### src/rtl/sha256_pkg.sv
// Shared SHA-256 definitions: widths, the message-schedule FSM states and the
// small sigma functions used by both the schedule and the compression core.
package sha256_pkg;

    localparam int WORD_W        = 32;
    localparam int BLOCK_W       = 512;
    localparam int WINDOW        = 16;
    localparam int SHA256_ROUNDS = 64;

    typedef enum logic [0:0] {
        SCHED_IDLE,
        SCHED_RUN
    } sched_state_e;

    // s0(x) = ROTR7 ^ ROTR18 ^ SHR3
    function automatic logic [WORD_W-1:0] sha256_sigma0(input logic [WORD_W-1:0] x);
        return {x[6:0], x[31:7]} ^ {x[17:0], x[31:18]} ^ (x >> 3);
    endfunction

    // s1(x) = ROTR17 ^ ROTR19 ^ SHR10
    function automatic logic [WORD_W-1:0] sha256_sigma1(input logic [WORD_W-1:0] x);
        return {x[16:0], x[31:17]} ^ {x[18:0], x[31:19]} ^ (x >> 10);
    endfunction

endpackage

### src/rtl/sha256_w_next.sv
// Next schedule word W[t+16] from the current window taps; kept combinational
// and standalone so a pipeline register can be inserted here later.
module sha256_w_next
    import sha256_pkg::*;
(
    input  logic [WORD_W-1:0] w_t,
    input  logic [WORD_W-1:0] w_t1,
    input  logic [WORD_W-1:0] w_t9,
    input  logic [WORD_W-1:0] w_t14,
    output logic [WORD_W-1:0] w_next
);

    // Carries out of bit 31 fall off naturally at the 32-bit result width.
    assign w_next = sha256_sigma1(w_t14) + w_t9 + sha256_sigma0(w_t1) + w_t;

endmodule

### src/rtl/sha256_msg_schedule.sv
// SHA-256 message schedule: takes one 512-bit block and streams W[0..NUM_ROUNDS-1]
// out of a 16-word sliding window, one word per accepted beat.
module sha256_msg_schedule
    import sha256_pkg::*;
#(
    parameter int NUM_ROUNDS = SHA256_ROUNDS
)
(
    input  logic                clock,
    input  logic                reset,
    input  logic                block_valid,
    input  logic [BLOCK_W-1:0]  block_data,
    output logic                block_ready,
    output logic                w_valid,
    input  logic                w_ready,
    output logic [WORD_W-1:0]   w_data,
    output logic [5:0]          w_index,
    output logic                w_last,
    output logic                sched_done,
    output sched_state_e        sched_state
);

    localparam int              IDX_W  = $clog2(NUM_ROUNDS);
    localparam logic [IDX_W-1:0] LAST_T = IDX_W'(NUM_ROUNDS - 1);

    sched_state_e      state_q;
    sched_state_e      state_d;
    logic [WORD_W-1:0] window_q [WINDOW];
    logic [WORD_W-1:0] w_next;
    logic [IDX_W-1:0]  t_q;
    logic              sched_done_q;
    logic              load;
    logic              beat;
    logic              last_beat;

    // Handshakes: a transfer happens on a rising edge where valid && ready are
    // both high. block_ready/w_valid depend only on state, never on the
    // partner's valid/ready, and w_data/w_index hold while w_valid && !w_ready.
    assign block_ready = (state_q == SCHED_IDLE);
    assign w_valid     = (state_q == SCHED_RUN);
    assign w_data      = window_q[0];
    assign w_index     = 6'(t_q);
    assign w_last      = (state_q == SCHED_RUN) && (t_q == LAST_T);
    assign sched_done  = sched_done_q;
    assign sched_state = state_q;
    assign last_beat   = beat && (t_q == LAST_T);

    always_ff @(posedge clock) begin
        if (reset) begin
            state_q <= SCHED_IDLE;
        end else begin
            state_q <= state_d;
        end
    end

    always_comb begin
        state_d = state_q;
        load    = 1'b0;
        beat    = 1'b0;
        case (state_q)
            SCHED_IDLE: begin
                if (block_valid) begin
                    load    = 1'b1;
                    state_d = SCHED_RUN;
                end
            end
            SCHED_RUN: begin
                if (w_ready) begin
                    beat = 1'b1;
                    if (t_q == LAST_T) begin
                        state_d = SCHED_IDLE;
                    end
                end
            end
            default: state_d = SCHED_IDLE;
        endcase
    end

    sha256_w_next u_w_next (
        .w_t    (window_q[0]),
        .w_t1   (window_q[1]),
        .w_t9   (window_q[9]),
        .w_t14  (window_q[14]),
        .w_next (w_next)
    );

    // t saturates at the last index so it never wraps before the next load.
    always_ff @(posedge clock) begin
        if (reset) begin
            for (int k = 0; k < WINDOW; k++) begin
                window_q[k] <= '0;
            end
            t_q          <= '0;
            sched_done_q <= 1'b0;
        end else begin
            sched_done_q <= last_beat;
            if (load) begin
                for (int k = 0; k < WINDOW; k++) begin
                    window_q[k] <= block_data[BLOCK_W-1-WORD_W*k -: WORD_W];
                end
                t_q <= '0;
            end else if (beat) begin
                for (int k = 0; k < WINDOW - 1; k++) begin
                    window_q[k] <= window_q[k+1];
                end
                window_q[WINDOW-1] <= w_next;
                if (t_q != LAST_T) begin
                    t_q <= t_q + IDX_W'(1);
                end
            end
        end
    end

endmodule

### config.mk
export PLATFORM = sky130hd
export DESIGN_NAME = sha256_msg_schedule
export DESIGN_NICKNAME = d
export VERILOG_FILES = /design/src/rtl/sha256_pkg.sv /design/src/rtl/sha256_w_next.sv /design/src/rtl/sha256_msg_schedule.sv
export SDC_FILE = /design/constraint.sdc
export NUM_CORES = 1
export LEC_CHECK = 0
export ABC_AREA = 1
export CAP_MARGIN = 25
export CORE_UTILIZATION = 26
export CTS_CLUSTER_SIZE = 24
export DETAILED_ROUTE_END_ITERATION = 16
export PLACE_DENSITY = 0.52
export SETUP_SLACK_MARGIN = 0.3
export SLEW_MARGIN = 0
export SYNTH_ARGS = -nofsm -noshare
export SYNTH_HDL_FRONTEND = slang
export SYNTH_SLANG_ARGS = --single-unit
### constraint.sdc
create_clock -name clock -period 26.5 [get_ports clock]
set_clock_uncertainty 0.1 [all_clocks]
set_input_delay 6.625 -clock clock [delete_from_list [all_inputs] [get_ports clock]]
set_output_delay 6.625 -clock clock [all_outputs]
set_load 0.005 [all_outputs]
==> results of run 1 <==
==> logic make-up after synthesis <==
kind of cell             after synthesis  synth area share [%]
adder cells (fa/ha/maj)               94                  6.01
XOR/XNOR                             126                  4.04
AND/OR/NAND/NOR                      870                  12.4
buffers and inverters                459                  7.08
flip-flops                           520                  56.9
AO/OA/AOI/OAI                        540                  13.6
==> Yosys cell counts, types with 4 or more instances <==
cell      instances
a21oi_1         257
a22o_1          141
a32o_1           96
and2_1            4
buf_1            14
buf_2            57
buf_6            18
clkbuf_1         59
dfxtp_1           8
edfxtp_1        512
fa_1             62
ha_1             32
inv_1           307
nand2_1         758
nand3_1          43
nand4_1           5
nor2_1           45
nor3_1            6
o21ai_0          42
xnor2_1          58
xor2_1           68
==> registers in the layout, summed over array words and instances (netlist names) <==
register	count
sched_done	1
sched_state	1
w_index	6
window_q	512
==> metal layers <==
layer  part of all wire (%)  global-route usage [%]
met5                  0.069                       0
met1                     40                    25.3
met2                     49                    35.2
met4                    2.9                    5.65
met3                    7.8                    5.61
==> placed cells by master, fill, tap and decap left out, drive strengths merged, types with 5 or more instances in the layout <==
cell type / Yosys / final
nand2: 759 / 759
clkdlybuf4s50: 0 / 558
edfxtp: 512 / 512
inv: 310 / 312
a21oi: 258 / 258
a22o: 141 / 141
a32o: 96 / 96
clkbuf: 59 / 71
xor2: 68 / 68
fa: 62 / 62
xnor2: 58 / 58
nor2: 49 / 49
nand3: 43 / 43
o21ai: 42 / 42
ha: 32 / 32
clkinv: 0 / 32
buf: 90 / 22
diode: 0 / 12
dfxtp: 8 / 8
nor3: 6 / 6
nand4: 5 / 5
==> worst min-delay path by stage <==
stage	start	end	slack [ps]	cells past startpoint
2_1_floorplan	w_index[4]	w_index[4]	380	2
3_3_place_gp	w_index[4]	w_index[4]	390	2
3_5_place_dp	w_index[1]	w_index[1]	390	2
4_1_cts	w_index[1]	w_index[1]	400	2
5_1_grt	w_index[4]	w_index[4]	430	2
6_report	w_index[1]	w_index[1]	400	2
==> metrics by stage <==
step                power [µW]  setup WS (ps)
finish                    3000          16230
CTS                       3010          15920
floorplan                 1750          13530
detailed placement        2180          15240
global placement          2190          14960
global route              3180          15950
==> area by class of cell <==
type,count,area share [%]
Timing Repair Buffer,580,16.2
Sequential cell,520,43.1
Clock inverter,41,0.885
Multi-Input combinational cell,1630,27.4
Inverter,310,3.26
Tap cell,1380,4.79
Antenna cell,12,0.0833
Clock buffer,71,4.34
==> power by group through the flow <==
stage / Sequential [µW] / Clock (µW) / Combinational, µW
after floorplan: 1060 / 0 / 695
after global placement: 1090 / 0 / 1090
after detailed placement: 1090 / 0 / 1090
after CTS: 1080 / 828 / 1100
after global routing: 1080 / 859 / 1250
final: 1070 / 813 / 1110
==> worst max-delay path, delay by kind of cell <==
family	cells	cell delay (ps)
and+or+nand+nor	3	1200
buffers and inverters	7	2590
==> flow_summary.yaml, run 1 <==
clocking:
  clk_latency_ps: 650
  cts_sinks: 520
  cts_tree: "yes"
  cts-resized-gates: 0
  clockRootBuffer: "clkbuf_16"
  clk_pin_slew_worst_paths_ps: 60
  cts_buffers: 61
  cts_buffer_depth: 3
  htree_levels: 2
  cts_setup_buffers: 0
  hold_buffers: 0
routing:
  wirelength_mm: 112
  ant_nets: 0
  drtIter0Drc: 1917
  avgViaCountPerCell: 4.64
  wire_per_inst_um: 24.6
  drtPass1Iterations: 6
  vias: 21105
  drc_errors: 0
place:
  place_area_mm2: 0.0341
  dp.cells: 4418
  gp_congestion: 0.903
  dp_hpwl_mm: 85.5
  portBuffers: 558
min_path:
  holdCritPathClass: "reg2reg"
layout:
  finish.instance_area_mm2: 0.0361
  utilization_pct: 34.8
  fin_nets: 3713
  areaGrowthSynthToFinish_pct: 32.1
  fin_cells: 4544
  layout-drive-gt1-share_pct: 3.97
  seqCellArea_mm2: 0.0155
  fill_cells: 10548
  multiInputGateArea_mm2: 0.00988
yosys:
  synth_area_leaders: "edfxtp_1 56%, nand2_1 10%, a21oi_1 4.7%"
  yosysUniqueCellTypes: 32
  synth_warnings: 0
  synth_fp_nets: 3219
  synth_edf_count: 512
  synth_top_cell_by_area: "edfxtp_1"
  ys_ff_latch: 520
  postSynthAreaPerCell_um2: 10.5
  synthCells: 2609
  yosysSeqAreaShare_pct: 56.9
  async_flop_share_pct: 0
  synth_top_area_share_pct: 56.3
  syn_area_mm2: 0.0273
  synthFlopType: "edfxtp_1"
sta:
  fin_crit_ps: 10270
  rsz0062_at_grt: "no"
  setup_viol: 0
  hold_viol: 0
  tightest_slew_ps: 1110
  period_share_pct: 38.8
  relSlewSlack_pct: 25.7
  maxSlewViolCount: 0
  worst_hold_slack_ps: 400
  max_freq_mhz: 97.3
  setup_tns_ps: 0
critical_path:
  path_cells: "clkdlybuf4s50_1 > inv_1 > nor2_4 > buf_4 > nand2_1 > nand2_4 > buf_4 > buf_16 > buf_4 > buf_16"
  cp.arrival_ps: 10490
  rr_endpoint: "window_q[7][63]"
  startpoint_type: "input port"
  end_kind: "flip-flop"
  r2r_setup_slack_ps: 21870
  crit_path_end: "window_q[2][62]"
  crit_start: "block_valid"
  crit_top_cell: "buf_4"
  slowest_delay_ps: 750
  required_ps: 26710
  reg2regPathDepth: 19
  worstPathMaxFanout: 68
  critPathKind: "in2reg"
  crit_slowest_cell: "nand2_4"
  reg2reg_from: "window_q[0][38]"
power:
  vdd.ir_drop.worst_mv: 0.0576
  p_int_uw: 1860
  switching_share_pct: 38.1
  power_frac_clock_pct: 27.1
  switchingPower_uw: 1140
  p_leak_uw: 0.0145
  p_comb_share_pct: 37.0
  power.density_mw_per_mm2: 83.1
  p_seq_share_pct: 35.8
floorplan:
  die_x_um: 326
  start_util_pct: 26.3
  chipHeight_um: 326
  dieArea_mm2: 0.106
  io_pins: 559
  row_count: 118
  core_area_mm2: 0.104
global_route:
  globalRouteTotalUtil_pct: 20.6
  overflow: 0
  grt_pass1_wl_mm: 154
  grt_max_degree: 207
  antenna_found_initial: 21
  grt_pass1_vias: 21104
outcome:
  status: "finished clean"
run:
  max_cap_violations: 0
No activity file was read; power rests on OpenSTA's default activity.
==> run 2, diff against run 1 <==
PLACE_DENSITY = 0.54   (was 0.52)
clock period = 8.56 ns   (was 26.5 ns; I/O delays follow)
==> run 2 against run 1 <==
- wire length up 0.46%
- global-route usage up 0.077 points
- die area unchanged
- sequential cell count unchanged
- clock power rose to 3.3 times the previous value
- critical path depth down 2
- sequential power rose to 3.1 times the previous value
- cell count down 0.15%
- setup slack worse by 13000 ps
- non-clock buffer count down 3
- first-iteration DRC count up 6.5%
- combinational power rose to 3.1 times the previous value
- largest cell class unchanged
==> flow_summary.yaml, run 2 (synthesis results as in run 1) <==
layout:
  fill_cells: 10527
  layout-drive-gt1-share_pct: 4.03
  largest_register_ffs: 512
  finish.instance_area_mm2: 0.0362
  max_flop_register: "window_q"
  fin_nets: 3715
  layout_common_cells: "755 x nand2_1, 558 x clkdlybuf4s50_1, 512 x edfxtp_1"
  layout_commonest_cell: "nand2_1"
  areaGrowthSynthToFinish_pct: 32.6
sta:
  max_freq_mhz: 204
  worst_hold_slack_ps: 409
  hold_viol: 0
  setup_viol: 0
  setup_tns_ps: 0
  maxSlewViolCount: 0
  tightest_slew_ps: 1040
  fin_crit_ps: 4890
  period_share_pct: 57.2
  relSlewSlack_pct: 30.8
  rsz0062_at_grt: "no"
min_path:
  holdCritPathClass: "reg2reg"
clocking:
  cts_buffer_depth: 3
  cts_setup_buffers: 0
  cts-resized-gates: 0
  clockRootBuffer: "clkbuf_16"
  cts_tree: "yes"
  clk_latency_ps: 640
  htree_levels: 3
  cts_buffers: 66
  cts_sinks: 520
  clk_pin_slew_worst_paths_ps: 60
  hold_buffers: 0
routing:
  ant_nets: 0
  drtPass1Iterations: 5
  drtIter0Drc: 2041
  vias: 21207
  drc_errors: 0
  avgViaCountPerCell: 4.67
  wire_per_inst_um: 24.8
  wirelength_mm: 112
global_route:
  overflow: 0
  globalRouteTotalUtil_pct: 20.6
  grt_max_degree: 168
  grt_pass1_vias: 21134
  grt_pass1_wl_mm: 155
  antenna_found_initial: 20
floorplan:
  start_util_pct: 26.3
  row_count: 118
  chipHeight_um: 326
  die_x_um: 326
  core_area_mm2: 0.104
  dieArea_mm2: 0.106
  io_pins: 559
power:
  vdd.ir_drop.worst_mv: 0.124
  power.density_mw_per_mm2: 262
  p_leak_uw: 0.0146
place:
  dp_hpwl_mm: 85.6
  portBuffers: 558
  gp_congestion: 0.910
  place_area_mm2: 0.0341
critical_path:
  crit_slowest_cell: "clkdlybuf4s50_1"
  path_cells: "clkdlybuf4s50_1 > nor2_4 > inv_8 > nand2_1 > inv_6 > buf_16 > buf_12 > a21oi_1"
  required_ps: 8820
  worstPathMaxFanout: 104
  critPathKind: "in2reg"
  slowest_delay_ps: 670
  end_kind: "flip-flop"
  cp.arrival_ps: 5150
  startpoint_type: "input port"
outcome:
  status: "finished clean"
run:
  max_cap_violations: 0
run 2: report_power, final:
part	total, µW	internal (µW)	switching [µW]	leakage (µW)
sequential	3330	3110	221	0.00552
combinational	3460	1220	2240	0.00810
clock	2680	1550	1130	0.000993
run 2: critical path, delay by kind of cell:
| family | cells | cell delay [ps] |
|---|---|---|
| AOI/OAI and AO/OA | 1 | 90 |
| and+or+nand+nor | 2 | 450 |
| buffers and inverters | 5 | 2180 |
run 2: metal layers:
layer / routed length [µm] / up-vias / track usage, % / share of wire [%]
li1: - / 9927 / - / -
met1: 45400 / 10294 / 25.5 / 40
met2: 55100 / 813 / 35.1 / 49
met3: 8380 / 157 / 5.17 / 7.5
met4: 3340 / 16 / 6.67 / 3.0
met5: 99 / - / 0 / 0.088
run 2: final cells by class:
type	count	area, µm²	share of cell area [%]
antenna	7	17.5	0.0484
clock buffer	75	1750	4.83
clock inverter	38	278	0.767
inverter	310	1180	3.26
multi-input combinational	1630	9890	27.3
sequential	520	15500	42.9
tap	1380	1730	4.77
timing repair buffer	577	5830	16.1
run 2: stage by stage:
stage | utilization, % | total power (µW) | setup slack [ps] | cells
final | 34.9 | 9470 | 3670 | 4537
after global routing | 34.9 | 10000 | 3530 | 4536
after CTS | 34.8 | 9500 | 3600 | 4528
after detailed placement | 32.9 | 6770 | 2920 | 4415
after global placement | 32.9 | 6780 | 2970 | 4415
after floorplan | - | 5410 | 777 | 2609
run 2: worst paths after layout:
| check | start | end | slack [ps] | cells after the start |
|---|---|---|---|---|
| setup / recovery | reset | window_q[1][48] | 3670 | 8 |
| hold / removal | w_index[5] | w_index[5] | 410 | 2 |
| setup reg to reg | window_q[0][36] | window_q[7][63] | 3920 | 19 |
| hold reg to reg | w_index[5] | w_index[5] | 410 | 2 |
